===== config.mk =====
export PLATFORM = sky130hd
export DESIGN_NAME = mod_classifier
export DESIGN_NICKNAME = d
export VERILOG_FILES = /design/src/rtl/demod_pkg.sv /design/src/rtl/zc_tracker.sv /design/src/rtl/mod_classifier.sv
export SDC_FILE = /design/constraint.sdc
export NUM_CORES = 1
export LEC_CHECK = 0
export CAP_MARGIN = 10
export CORE_ASPECT_RATIO = 0.5
export CORE_MARGIN = 2
export CORE_UTILIZATION = 38
export CTS_CLUSTER_DIAMETER = 150
export DETAILED_ROUTE_END_ITERATION = 6
export PLACE_DENSITY = 0.65
export RECOVER_POWER = 25
export SYNTH_ARGS = -nofsm -noshare
export SYNTH_HDL_FRONTEND = slang
export SYNTH_SLANG_ARGS = --single-unit

===== constraint.sdc =====
create_clock -name sys_clk -period 5.11 [get_ports sys_clk]
set_clock_uncertainty 0.05 [all_clocks]
set_input_delay 1.2775 -clock sys_clk [delete_from_list [all_inputs] [get_ports sys_clk]]
set_output_delay 1.2775 -clock sys_clk [all_outputs]
set_load 0.005 [all_outputs]

===== src/rtl/demod_pkg.sv =====
// Shared definitions for the demodulation front end: mode codes used by the core
// and the classifier, plus the classifier's window state and default tuning.
package demod_pkg;

    localparam logic [1:0] MODE_AM   = 2'b00;
    localparam logic [1:0] MODE_BPSK = 2'b01;
    localparam logic [1:0] MODE_FM   = 2'b10;
    localparam logic [1:0] MODE_NONE = 2'b11;

    typedef enum logic {
        IDLE  = 1'b0,
        ACCUM = 1'b1
    } cls_state_e;

    localparam int DEF_WIN_HC  = 32;
    localparam int DEF_AM_THR  = 16;
    localparam int DEF_FM_THR  = 3;
    localparam int DEF_CONFIRM = 2;
    localparam int DEF_TIMEOUT = 1024;

endpackage


===== src/rtl/zc_tracker.sv =====
// Converts offset-binary samples to sign/magnitude, detects zero crossings and
// reports the peak magnitude and length of each half-cycle as it closes.
module zc_tracker (
    input  logic       clk,
    input  logic       rst,
    input  logic       sample_valid,
    input  logic [7:0] sample,
    output logic       hc_done,
    output logic [6:0] hc_peak,
    output logic [7:0] hc_len
);

    logic       have_prev_q, have_prev_d;
    logic       prev_neg_q, prev_neg_d;
    logic [6:0] peak_q, peak_d;
    logic [7:0] len_q, len_d;

    logic [7:0] s;
    logic [7:0] neg_s;
    logic       neg;
    logic [6:0] mag;

    always_comb begin
        s     = sample ^ 8'h80;
        neg   = s[7];
        neg_s = ~s + 8'd1;
        // -128 has no positive twin in 7 bits, so it clips to 127.
        if (!neg)            mag = s[6:0];
        else if (s == 8'h80) mag = 7'h7f;
        else                 mag = neg_s[6:0];
    end

    always_comb begin
        have_prev_d = have_prev_q;
        prev_neg_d  = prev_neg_q;
        peak_d      = peak_q;
        len_d       = len_q;
        hc_done     = 1'b0;
        hc_peak     = peak_q;
        hc_len      = len_q;
        if (sample_valid) begin
            have_prev_d = 1'b1;
            prev_neg_d  = neg;
            if (have_prev_q && (neg != prev_neg_q)) begin
                hc_done = 1'b1;
                peak_d  = mag;
                len_d   = 8'd1;
            end else if (!have_prev_q) begin
                peak_d = mag;
                len_d  = 8'd1;
            end else begin
                peak_d = (mag > peak_q) ? mag : peak_q;
                len_d  = (len_q == 8'hff) ? len_q : len_q + 8'd1;
            end
        end
    end

    always_ff @(posedge clk or posedge rst) begin
        if (rst) begin
            have_prev_q <= 1'b0;
            prev_neg_q  <= 1'b0;
            peak_q      <= 7'd0;
            len_q       <= 8'd0;
        end else begin
            have_prev_q <= have_prev_d;
            prev_neg_q  <= prev_neg_d;
            peak_q      <= peak_d;
            len_q       <= len_d;
        end
    end

endmodule


===== src/rtl/mod_classifier.sv =====
// Modulation recogniser: gathers per-window envelope and interval spreads,
// classifies each window as AM/BPSK/FM/NONE and debounces the result onto mode_select.
module mod_classifier
    import demod_pkg::*;
#(
    parameter int WIN_HC  = DEF_WIN_HC,
    parameter int AM_THR  = DEF_AM_THR,
    parameter int FM_THR  = DEF_FM_THR,
    parameter int CONFIRM = DEF_CONFIRM,
    parameter int TIMEOUT = DEF_TIMEOUT
) (
    input  logic       sys_clk,
    input  logic       sys_rst,
    input  logic [7:0] data_in,
    input  logic       data_valid,
    output logic [1:0] mode_select,
    output logic       mode_valid,
    output logic       mode_change
);

    localparam int HCW = $clog2(WIN_HC + 1);
    localparam int SCW = $clog2(TIMEOUT + 1);
    localparam logic [HCW-1:0] WIN_L  = HCW'(WIN_HC);
    localparam logic [HCW-1:0] MIN_HC = HCW'(4);
    localparam logic [SCW-1:0] TO_L   = SCW'(TIMEOUT);
    localparam logic [6:0]     AM_L   = 7'(AM_THR);
    localparam logic [7:0]     FM_L   = 8'(FM_THR);
    localparam logic [3:0]     CONF_L = 4'(CONFIRM);

    logic       hc_done;
    logic [6:0] hc_peak;
    logic [7:0] hc_len;

    zc_tracker u_zc (
        .clk          (sys_clk),
        .rst          (sys_rst),
        .sample_valid (data_valid),
        .sample       (data_in),
        .hc_done      (hc_done),
        .hc_peak      (hc_peak),
        .hc_len       (hc_len)
    );

    cls_state_e     state_q, state_d;
    logic [HCW-1:0] hc_cnt_q, hc_cnt_d;
    logic [6:0]     env_min_q, env_min_d, env_max_q, env_max_d;
    logic [7:0]     zc_min_q, zc_min_d, zc_max_q, zc_max_d;
    logic [SCW-1:0] smp_cnt_q, smp_cnt_d;
    logic           snap_valid_q, snap_valid_d;
    logic           snap_to_q, snap_to_d;
    logic [HCW-1:0] snap_hc_q, snap_hc_d;
    logic [6:0]     snap_env_q, snap_env_d;
    logic [7:0]     snap_zc_q, snap_zc_d;
    logic           res_valid_q, res_valid_d;
    logic [1:0]     res_q, res_d;
    logic [1:0]     cand_q, cand_d;
    logic [3:0]     cand_cnt_q, cand_cnt_d;
    logic [1:0]     mode_q, mode_d;
    logic           mode_valid_q, mode_valid_d;
    logic           mode_change_q, mode_change_d;

    logic [6:0]     env_min_f, env_max_f;
    logic [7:0]     zc_min_f, zc_max_f;
    logic [HCW-1:0] hc_f;
    logic [SCW-1:0] smp_inc;
    logic [3:0]     cnt_new;

    // Window accumulation; a closing crossing both finishes this window and opens the next.
    always_comb begin
        state_d      = state_q;
        hc_cnt_d     = hc_cnt_q;
        env_min_d    = env_min_q;
        env_max_d    = env_max_q;
        zc_min_d     = zc_min_q;
        zc_max_d     = zc_max_q;
        smp_cnt_d    = smp_cnt_q;
        snap_valid_d = 1'b0;
        snap_to_d    = snap_to_q;
        snap_hc_d    = snap_hc_q;
        snap_env_d   = snap_env_q;
        snap_zc_d    = snap_zc_q;

        env_min_f = (hc_peak < env_min_q) ? hc_peak : env_min_q;
        env_max_f = (hc_peak > env_max_q) ? hc_peak : env_max_q;
        zc_min_f  = (hc_len < zc_min_q) ? hc_len : zc_min_q;
        zc_max_f  = (hc_len > zc_max_q) ? hc_len : zc_max_q;
        hc_f      = hc_cnt_q + HCW'(1);
        smp_inc   = (smp_cnt_q == TO_L) ? smp_cnt_q : smp_cnt_q + SCW'(1);

        if (data_valid) begin
            smp_cnt_d = smp_inc;
            if (state_q == IDLE) begin
                if (hc_done) state_d = ACCUM;
            end else if (hc_done) begin
                env_min_d = env_min_f;
                env_max_d = env_max_f;
                zc_min_d  = zc_min_f;
                zc_max_d  = zc_max_f;
                hc_cnt_d  = hc_f;
            end

            if ((state_q == ACCUM) && hc_done && (hc_f == WIN_L)) begin
                snap_valid_d = 1'b1;
                snap_to_d    = 1'b0;
                snap_hc_d    = hc_f;
                snap_env_d   = env_max_f - env_min_f;
                snap_zc_d    = zc_max_f - zc_min_f;
            end else if (smp_inc == TO_L) begin
                snap_valid_d = 1'b1;
                snap_to_d    = 1'b1;
                snap_hc_d    = hc_cnt_d;
                snap_env_d   = 7'd0;
                snap_zc_d    = 8'd0;
                state_d      = IDLE;
            end

            if (snap_valid_d) begin
                hc_cnt_d  = '0;
                env_min_d = 7'h7f;
                env_max_d = 7'd0;
                zc_min_d  = 8'hff;
                zc_max_d  = 8'd0;
                smp_cnt_d = '0;
            end
        end
    end

    always_comb begin
        res_valid_d = snap_valid_q;
        res_d       = res_q;
        if (snap_valid_q) begin
            if (snap_to_q || (snap_hc_q < MIN_HC)) res_d = MODE_NONE;
            else if (snap_env_q > AM_L)            res_d = MODE_AM;
            else if (snap_zc_q > FM_L)             res_d = MODE_FM;
            else                                   res_d = MODE_BPSK;
        end
    end

    // Debounce: a mode is only adopted once CONFIRM consecutive windows agree on it.
    always_comb begin
        cand_d        = cand_q;
        cand_cnt_d    = cand_cnt_q;
        mode_d        = mode_q;
        mode_valid_d  = mode_valid_q;
        mode_change_d = 1'b0;
        cnt_new       = 4'd1;
        if (res_valid_q) begin
            if (res_q == cand_q)
                cnt_new = (cand_cnt_q == 4'hf) ? cand_cnt_q : cand_cnt_q + 4'd1;
            cand_d     = res_q;
            cand_cnt_d = cnt_new;
            if ((cnt_new >= CONF_L) && (res_q != mode_q)) begin
                mode_d        = res_q;
                mode_valid_d  = (res_q != MODE_NONE);
                mode_change_d = 1'b1;
            end
        end
    end

    always_ff @(posedge sys_clk or posedge sys_rst) begin
        if (sys_rst) begin
            state_q       <= IDLE;
            hc_cnt_q      <= '0;
            env_min_q     <= 7'h7f;
            env_max_q     <= 7'd0;
            zc_min_q      <= 8'hff;
            zc_max_q      <= 8'd0;
            smp_cnt_q     <= '0;
            snap_valid_q  <= 1'b0;
            snap_to_q     <= 1'b0;
            snap_hc_q     <= '0;
            snap_env_q    <= 7'd0;
            snap_zc_q     <= 8'd0;
            res_valid_q   <= 1'b0;
            res_q         <= MODE_NONE;
            cand_q        <= MODE_NONE;
            cand_cnt_q    <= 4'd0;
            mode_q        <= MODE_NONE;
            mode_valid_q  <= 1'b0;
            mode_change_q <= 1'b0;
        end else begin
            state_q       <= state_d;
            hc_cnt_q      <= hc_cnt_d;
            env_min_q     <= env_min_d;
            env_max_q     <= env_max_d;
            zc_min_q      <= zc_min_d;
            zc_max_q      <= zc_max_d;
            smp_cnt_q     <= smp_cnt_d;
            snap_valid_q  <= snap_valid_d;
            snap_to_q     <= snap_to_d;
            snap_hc_q     <= snap_hc_d;
            snap_env_q    <= snap_env_d;
            snap_zc_q     <= snap_zc_d;
            res_valid_q   <= res_valid_d;
            res_q         <= res_d;
            cand_q        <= cand_d;
            cand_cnt_q    <= cand_cnt_d;
            mode_q        <= mode_d;
            mode_valid_q  <= mode_valid_d;
            mode_change_q <= mode_change_d;
        end
    end

    assign mode_select = mode_q;
    assign mode_valid  = mode_valid_q;
    assign mode_change = mode_change_q;

endmodule


Word level (Yosys, flattened, before mapping):

Cells that the tools add are included.

* RAM bits: 0
* bits in registers: 101
* memories kept: 0
* bits of input ports: 11
* word-level logic and storage cells: 121
* latch bits: 0
* ROM bits: 0
* output and inout port bits: 4

* muxes and demuxes: 55
* magnitude comparators: 9
* bitwise logic cells: 2
* $add $sub $neg: 7
* $mul: 0
* reductions and logical operators: 13
* divide/modulo/power cells: 0
* shifts and indexed selects: 0
* equal/unequal tests: 12

Operators with widths (count)
* 2-to-1 mux 7 bit: 15
* 2-to-1 mux 8 bit: 13
* 2-to-1 mux 6 bit: 5
* equality test 11 bit (second input constant): 2
* 2-to-1 mux 11 bit: 2
* equality test 8 bit (second input constant): 2
* > comparator 7 bit: 2
* 2-to-1 mux 1 bit: 14
* 2-to-1 mux 4 bit: 3
* adder 11 x 1 -> 11 bit (second input constant): 1
* adder 8 x 1 -> 8 bit (second input constant): 1
* > comparator 8 x 2 -> 1 bit (second input constant): 1
* > comparator 8 bit: 1
* < comparator 8 bit: 1
* AND reduction 2 bit: 4
* subtractor 8 bit: 1
* adder 7 x 1 -> 7 bit (second input constant): 1
* > comparator 7 x 5 -> 1 bit (second input constant): 1
* < comparator 7 bit: 1
* inverter 7 bit: 1
* subtractor 7 bit: 1
* adder 6 x 1 -> 6 bit (second input constant): 1
* equality test 6 bit (second input constant): 1
* < comparator 6 x 3 -> 1 bit (second input constant): 1
* 14 further kinds: 22

Logic depth before layout (Yosys ltp):

Gate-level depths: netlist of the first run.

* word-level depth: 11
* mapped depth: 18
* gate-level depth less buffers: 18

Cells and area by module:

Synthesis of the first run repeated with hierarchy kept, for this count alone.

* cell total of the unflattened synthesis: 769
* area, all modules: 6876.6 um2

Modules (own cells, without submodules)
* mod_classifier: cells each 643, area each 5741.8 um2, times used 1, seq. area each 2028.2 um2
* zc_tracker: cells each 126, area each 1134.8 um2, times used 1, seq. area each 425.4 um2

Least setup slack after synthesis of the first run:

No wires, ideal clock.

* path type: input to register
* from: input port data_in[0]
* to: register u_zc.peak_q[1], in the netlist u_zc.hc_peak[1]
* arrival: 4.050 ns
* path slack: 0.885 ns
* data required time: 4.935 ns
* stages on the path: 16
* library setup time: 0.125 ns
* path buffers: 1
* cells stage by stage: inv_1 > ha_1 > nand3b_1 > or3_1 > clkbuf_1 > nand2_1 > ha_1 > nor2b_1 > o21a_1 > o21a_1 > o21a_1 > o21a_1 > o21a_1 > o22a_1 > o21ai_2 > mux2_2

* cells in the longest elaborated chain, start to end: 7
* elaborated cells on any way between the ends: 11
* classes of those cells: add/sub (1); order compare (1); eq/ne (2); mux (5); bitwise (1); reduce/logical (1)

RTL lines
* from (decl): RTL line mod_classifier.sv:14 `input logic [7:0] data_in,`
* inverter 7 bit: RTL line zc_tracker.sv:26 `neg_s = ~s + 8'd1;`
* adder 7 x 1 -> 7 bit: RTL line zc_tracker.sv:26
* 2-to-1 mux 7 bit *: RTL line zc_tracker.sv:29 `else if (s == 8'h80) mag = 7'h7f;`
* 2-to-1 mux 7 bit *: RTL line zc_tracker.sv:28 `if (!neg) mag = s[6:0];`
* net u_zc.mag[1]: RTL line zc_tracker.sv:21 `logic [6:0] mag;`
* > comparator 7 bit / 2-to-1 mux 7 bit (equally long branches): RTL line zc_tracker.sv:52 `peak_d = (mag > peak_q) ? mag : peak_q;`
* != test 3 bit (no source line) / 2-to-1 mux 7 bit (equally long branches)
* AND reduction 2 bit (no source line) / 2-to-1 mux 7 bit (equally long branches)
* to (signal assigned): RTL line zc_tracker.sv:67 `peak_q <= peak_d;`
* to (decl): RTL line zc_tracker.sv:15 `logic [6:0] peak_q, peak_d;`

The timed path passes the listed nets; every way through them passes the cells marked *. The select of a mux whose other input is x is not followed.
A chain may end at the register's enable or synchronous reset.

Final worst setup path of the first run:

* from: input port data_in[3]
* to: register u_zc.peak_q[1], in the netlist u_zc.hc_peak[1]

* elaborated cells on any way between the ends: 11
* classes of those cells: add/sub (1); order compare (1); eq/ne (2); mux (5); bitwise (1); reduce/logical (1)

RTL lines (RTL line)
* equality test 8 bit *: zc_tracker.sv:29
* 2-to-1 mux 7 bit *: zc_tracker.sv:29
* 2-to-1 mux 7 bit *: zc_tracker.sv:28
* net u_zc.mag[1]: zc_tracker.sv:21
* > comparator 7 bit / 2-to-1 mux 7 bit (equally long branches): zc_tracker.sv:52
* != test 3 bit (no source line) / 2-to-1 mux 7 bit (equally long branches)
* AND reduction 2 bit (no source line) / 2-to-1 mux 7 bit (equally long branches)

Marked as above.

==> reports/results.ini, run 1 <==
[outcome]
outcome = finished with violations
violations = max-capacitance violations, max-slew violations

[clock_tree]
cts_buffers = 9
insertion_delay_ps = 350
cts.sinks = 97
clock-root-buffer = clkbuf_16
cts_setup_buffers = 0
cts_max_level = 3
cts_tree = done
cts_resized = 0
cts_hold_buf = 0
ctsLongestPathBuffers = 2
clk_pin_slew_ps = 70

[sta]
period_share = 0.890
fmax_mhz = 220
final.setup.tns_ps = 0
setup_viol = 0
drv_slew = 69
slew_headroom = -0.730
finalCriticalPeriod_ps = 4550
tightest_slew_ps = 2590
rsz0062_at_grt = false
hold_violations = 0

[global_routing]
grt_pass1_vias = 5106
grt_overflow = 0
track_usage = 0.172
grt_pass1_wl_mm = 25.7
grt_max_degree = 69
antenna_found_initial = 0

[power]
p_leak_uw = 0.00322
p_clk_frac = 0.161
irDropWorstVdd_mv = 0.212
p_sw_frac = 0.445
combinationalPowerShare = 0.569
p_seq_frac = 0.270
intPower_uw = 2370
p_per_area_nw_per_um2 = 586
p_sw_uw = 1910

[synthesis]
synth_common_cells = 76 x dfrtp_1, 71 x nand2_1, 62 x nor2_1
synth.distinct_cells = 84
synthFlopType = dfrtp_1
synthMuxAreaShare = 0.0339
yosys.area_share.simple = 0.170
synth_top_area_frac = 0.285
synth_fa_ha_area_frac = 0.108
synth_most_common_cell = dfrtp_1
async_flop_share = 1.00
synth_top_family_by_area = compound AO/OA/AOI/OAI gates
yosysWarnings = 0
synth_compound_area_frac = 0.216
synth_cells = 740
synthXorXnorAreaFrac = 0.0459
synth_area_leaders = dfrtp_1 28%, ha_1 9.9%, dfstp_2 8.3%
yosysTopAreaCell = dfrtp_1
avgSynthCellArea_um2 = 9.03
synth-seq-area-share = 0.367
ys_ff_latch = 97
syn-cell-area_um2 = 6680
syn-num-nets = 806
synth_edf_count = 0

[setup_path]
cp_common_cell = o21a_1
cp.arrival_ps = 4730
r2r_slack_ps = 670
path_depth = 15
start_kind = input pin
max_stage_delay_ps = 450
critPathCapture = u_zc.hc_peak[1]
critical_path.max_fanout = 7
startpoint = data_in[3]
r2r_end = snap_zc_q[5]
critPathKind = in2reg
crit_slowest_cell = clkdlybuf4s50_1
rr_worst_depth = 16
path_buf_inv = 1
r2r_start = u_zc.hc_len[5]
crit_family = compound AO/OA/AOI/OAI gates
cp_cell_sequence = clkdlybuf4s50_1 -> nor3_1 -> nand3b_1 -> or3_1 -> nand2_1 -> ha_1 -> nor2b_1 -> o21a_1 -> o21a_1 -> o21a_1 -> o21a_1 -> o21a_1 -> o22a_1 -> o21ai_2 -> mux2_2
worst_setup_path_end_kind = flip-flop
cp.required_ps = 5290

[die]
rows = 34
die_x_um = 191
die-area_um2 = 18700
initial_core_util = 0.387
coreArea_um2 = 17300
die_y_um = 97.7
io_pins = 15

[placement]
port_buffers = 14
dp_hpwl_mm = 11.2
dpl.cell_count = 969
gp_congestion = 0.914

[detailed_routing]
vias = 5353
viasPerCell = 5.43
dr.pass1.iters = 5
wl_per_cell_um = 15.4
route.met3.wl_um = 587
postRouteAntennaNets = 0
routed_wl_mm = 15.2
post-route-drc-count = 0
route.layer.met1.wl_mm = 7.72
dr.max_layer_used = met4
drt_iter0_drc = 285
wl_met2_mm = 6.66

[layout]
n_antenna_cell = 0
area_delta_synth_final_pct = 9.33
n_fill_cell = 1675
multi_input_area_um2 = 3830
final_util = 0.423
finalNonFillerCells = 985
nets = 812
drive_above_1_share = 0.113
regArea_um2 = 2450

[worst_hold_path]
worst_hold_path_type = reg2reg

[flow_run]
maxCapViolCount = 1

==> registers in the layout, summed over array words and instances (netlist names), 4 cells and up <==
signal        cells
cand_cnt_q        4
env_max_q         7
env_min_q         7
hc_cnt_q          6
smp_cnt_q        11
snap_env_q        7
snap_hc_q         4
snap_zc_q         6
u_zc.hc_len       8
u_zc.hc_peak      7
zc_max_q          8
zc_min_q          8
==> cell usage in the layout (no fill, tap or decap), types with 9 or more instances in the layout <==
master	instances
nand2_1	71
a31oi_1	11
o31ai_1	12
clkbuf_16	9
inv_1	58
mux2_2	13
dfrtp_1	76
nand4_1	10
xor2_1	15
nor2_1	62
o21ai_0	46
nand3_1	22
a21oi_1	42
xnor2_1	20
ha_1	53
nor3_1	15
dfstp_2	20
nand2b_1	9
clkdlybuf4s50_1	12
==> power by group through the flow <==
stage | registers (uW) | clock network, uW | logic [uW]
finish | 1160 | 689 | 2430
global route | 1190 | 737 | 2740
CTS | 1150 | 701 | 2420
detailed placement | 1170 | 0 | 2410
global placement | 1160 | 0 | 2360
floorplan | 1100 | 0 | 1940
==> kinds of logic after synthesis <==
logic type / Yosys count
AOI/OAI and AO/OA: 209
xor gates and xnor gates: 35
adders and majority gates: 57
buffers and inverters: 87
DFF: 97
muxes: 21
and+or+nand+nor: 234
==> per-layer routing <==
| metal | track usage | vias up |
|---|---|---|
| met2 | 0.270 | 92 |
| met5 | 0 | - |
| met4 | 0.0438 | 0 |
| met1 | 0.245 | 2568 |
| met3 | 0.0324 | 16 |
| li1 | - | 2677 |
==> stage by stage <==
stage | power [uW] | instance area (um2) | setup slack (ps) | hold slack [ps]
after global routing | 4670 | 7300 | 362 | 395
after global placement | 3520 | 7010 | 282 | 359
final | 4280 | 7300 | 564 | 364
after CTS | 4280 | 7310 | 546 | 370
after detailed placement | 3570 | 7010 | 181 | 354
after floorplan | 3040 | 6680 | 885 | 338
==> area by class of cell <==
class                           count  share of cell area
Multi-Input combinational cell    556               0.525
Sequential cell                    97               0.336
Tap cell                          234              0.0401
Clock buffer                       10              0.0314
Inverter                           59              0.0303
Timing Repair Buffer               23              0.0279
Clock inverter                      6             0.00908
==> worst min path at each step <==
stage | startpoint | endpoint | cells past startpoint
CTS | res_valid_d | res_valid_q | 0
detailed placement | res_valid_d | res_valid_q | 0
global route | res_valid_d | res_valid_q | 0
global placement | res_valid_d | res_valid_q | 0
finish | res_valid_d | res_valid_q | 0
floorplan | res_valid_d | res_valid_q | 0
No activity file was read; power rests on OpenSTA's default activity.
==> run 2, diff against run 1 <==
- CORE_UTILIZATION: 38 -> 28
- PLACE_DENSITY: 0.65 -> 0.54
==> reports/results.ini, run 2 (synthesis results as in run 1) <==
[outcome]
outcome = finished with violations
violations = max-capacitance violations, max-slew violations

[placement]
gp_congestion = 0.825
placed_cell_area_um2 = 7120
port_buffers = 14
dp_hpwl_mm = 12.0
dpl.cell_count = 1044

[clock_tree]
ctsLongestPathBuffers = 2
clock-root-buffer = clkbuf_16
cts_hold_buf = 0
cts_setup_buffers = 0
clk_pin_slew_ps = 80
cts_resized = 0
cts_buffers = 9
cts_tree = done
cts.sinks = 97
insertion_delay_ps = 360
cts_max_level = 3

[die]
die-area_um2 = 25200
rows = 39
coreArea_um2 = 23100
io_pins = 15
die_y_um = 113
initial_core_util = 0.289
die_x_um = 222

[setup_path]
critical_path.max_fanout = 7
critPathKind = in2reg
cp.arrival_ps = 4760
start_kind = input pin
worst_setup_path_end_kind = flip-flop
r2r_slack_ps = 640
cp.required_ps = 5310

[sta]
tightest_slew_ps = 2810
fmax_mhz = 219
rsz0062_at_grt = false
hold_violations = 0
setup_viol = 0
period_share = 0.892
slew_headroom = -0.882
finalCriticalPeriod_ps = 4560
final.setup.tns_ps = 0
drv_slew = 61

[layout]
layout_common_cells = 76 x dfrtp_1, 71 x nand2_1, 62 x nor2_1
final_design_area_no_fill_um2 = 7410
n_fill_cell = 2399
largest_reg_flops = 11
layout_commonest_cell = dfrtp_1
regArea_um2 = 2450
finalNonFillerCells = 1060
area_delta_synth_final_pct = 10.9
drive_above_1_share = 0.118
multi_input_area_um2 = 3830
nets = 814
top_register = smp_cnt_q
n_antenna_cell = 0

[detailed_routing]
post-route-drc-count = 0
postRouteAntennaNets = 0
wl_per_cell_um = 15.3
vias = 5325
viasPerCell = 5.02
routed_wl_mm = 16.2
drt_iter0_drc = 334
dr.pass1.iters = 5

[global_routing]
track_usage = 0.136
grt_overflow = 0
grt_max_degree = 61
antenna_found_initial = 0
grt_pass1_vias = 5147
grt_pass1_wl_mm = 27.3

[power]
p_per_area_nw_per_um2 = 584
p_leak_uw = 0.00322
irDropWorstVdd_mv = 0.225
total_power_uw = 4330

[worst_hold_path]
worst_hold_path_type = reg2reg

[flow_run]
maxCapViolCount = 1

[run 2: final timing paths]
path / end / depth (start not counted) / from
min reg2reg: res_valid_q / 0 / res_valid_d
min: res_valid_q / 0 / res_valid_d
max in group asynchronous: env_min_q[2] / 3 / sys_rst
max: u_zc.hc_peak[4] / 15 / data_in[3]
min in group asynchronous: mode_valid / 2 / sys_rst
max reg2reg: snap_zc_q[5] / 16 / u_zc.hc_len[5]
[run 2: power by group]
part | internal [uW] | switching (uW)
sequential | 968 | 188
combinational | 1030 | 1460
clock | 346 | 347
[run 2: cell type report]
class | instances | area share
timing repair buffer | 25 | 0.0296
clock inverter | 7 | 0.00946
clock buffer | 9 | 0.0304
inverter | 59 | 0.0301
sequential | 97 | 0.331
tap | 307 | 0.0518
multi-input combinational | 556 | 0.518
[run 2: through the flow]
stage                     setup slack, ps  hold slack, ps  utilization
final                                 554             379        0.320
after global routing                  262             420        0.320
after CTS                             556             379        0.321
after detailed placement              173             361        0.308
after global placement                278             360        0.308
after floorplan                       885             338            -
[run 2: routing by layer]
| layer | GRT usage | part of all wire | routed length, um | vias up |
|---|---|---|---|---|
| met5 | 0 | 0 | 0 | - |
| met4 | 0.0380 | 0.013 | 212 | 0 |
| met3 | 0.0241 | 0.029 | 463 | 17 |
| met2 | 0.215 | 0.44 | 7120 | 69 |
| met1 | 0.190 | 0.52 | 8380 | 2560 |
| li1 | - | - | - | 2679 |
[run 2: worst max-delay path: stages]
cell	delay, ps
clkdlybuf4s50_1	470
nor3_1	270
nand3b_1	120
or3_1	410
nand2_1	110
ha_1	240
nor2b_1	130
o21a_1	160
o21a_1	160
o21a_1	160
o21a_1	160
o21a_1	160
o22a_1	200
o21ai_2	340
mux2_2	380
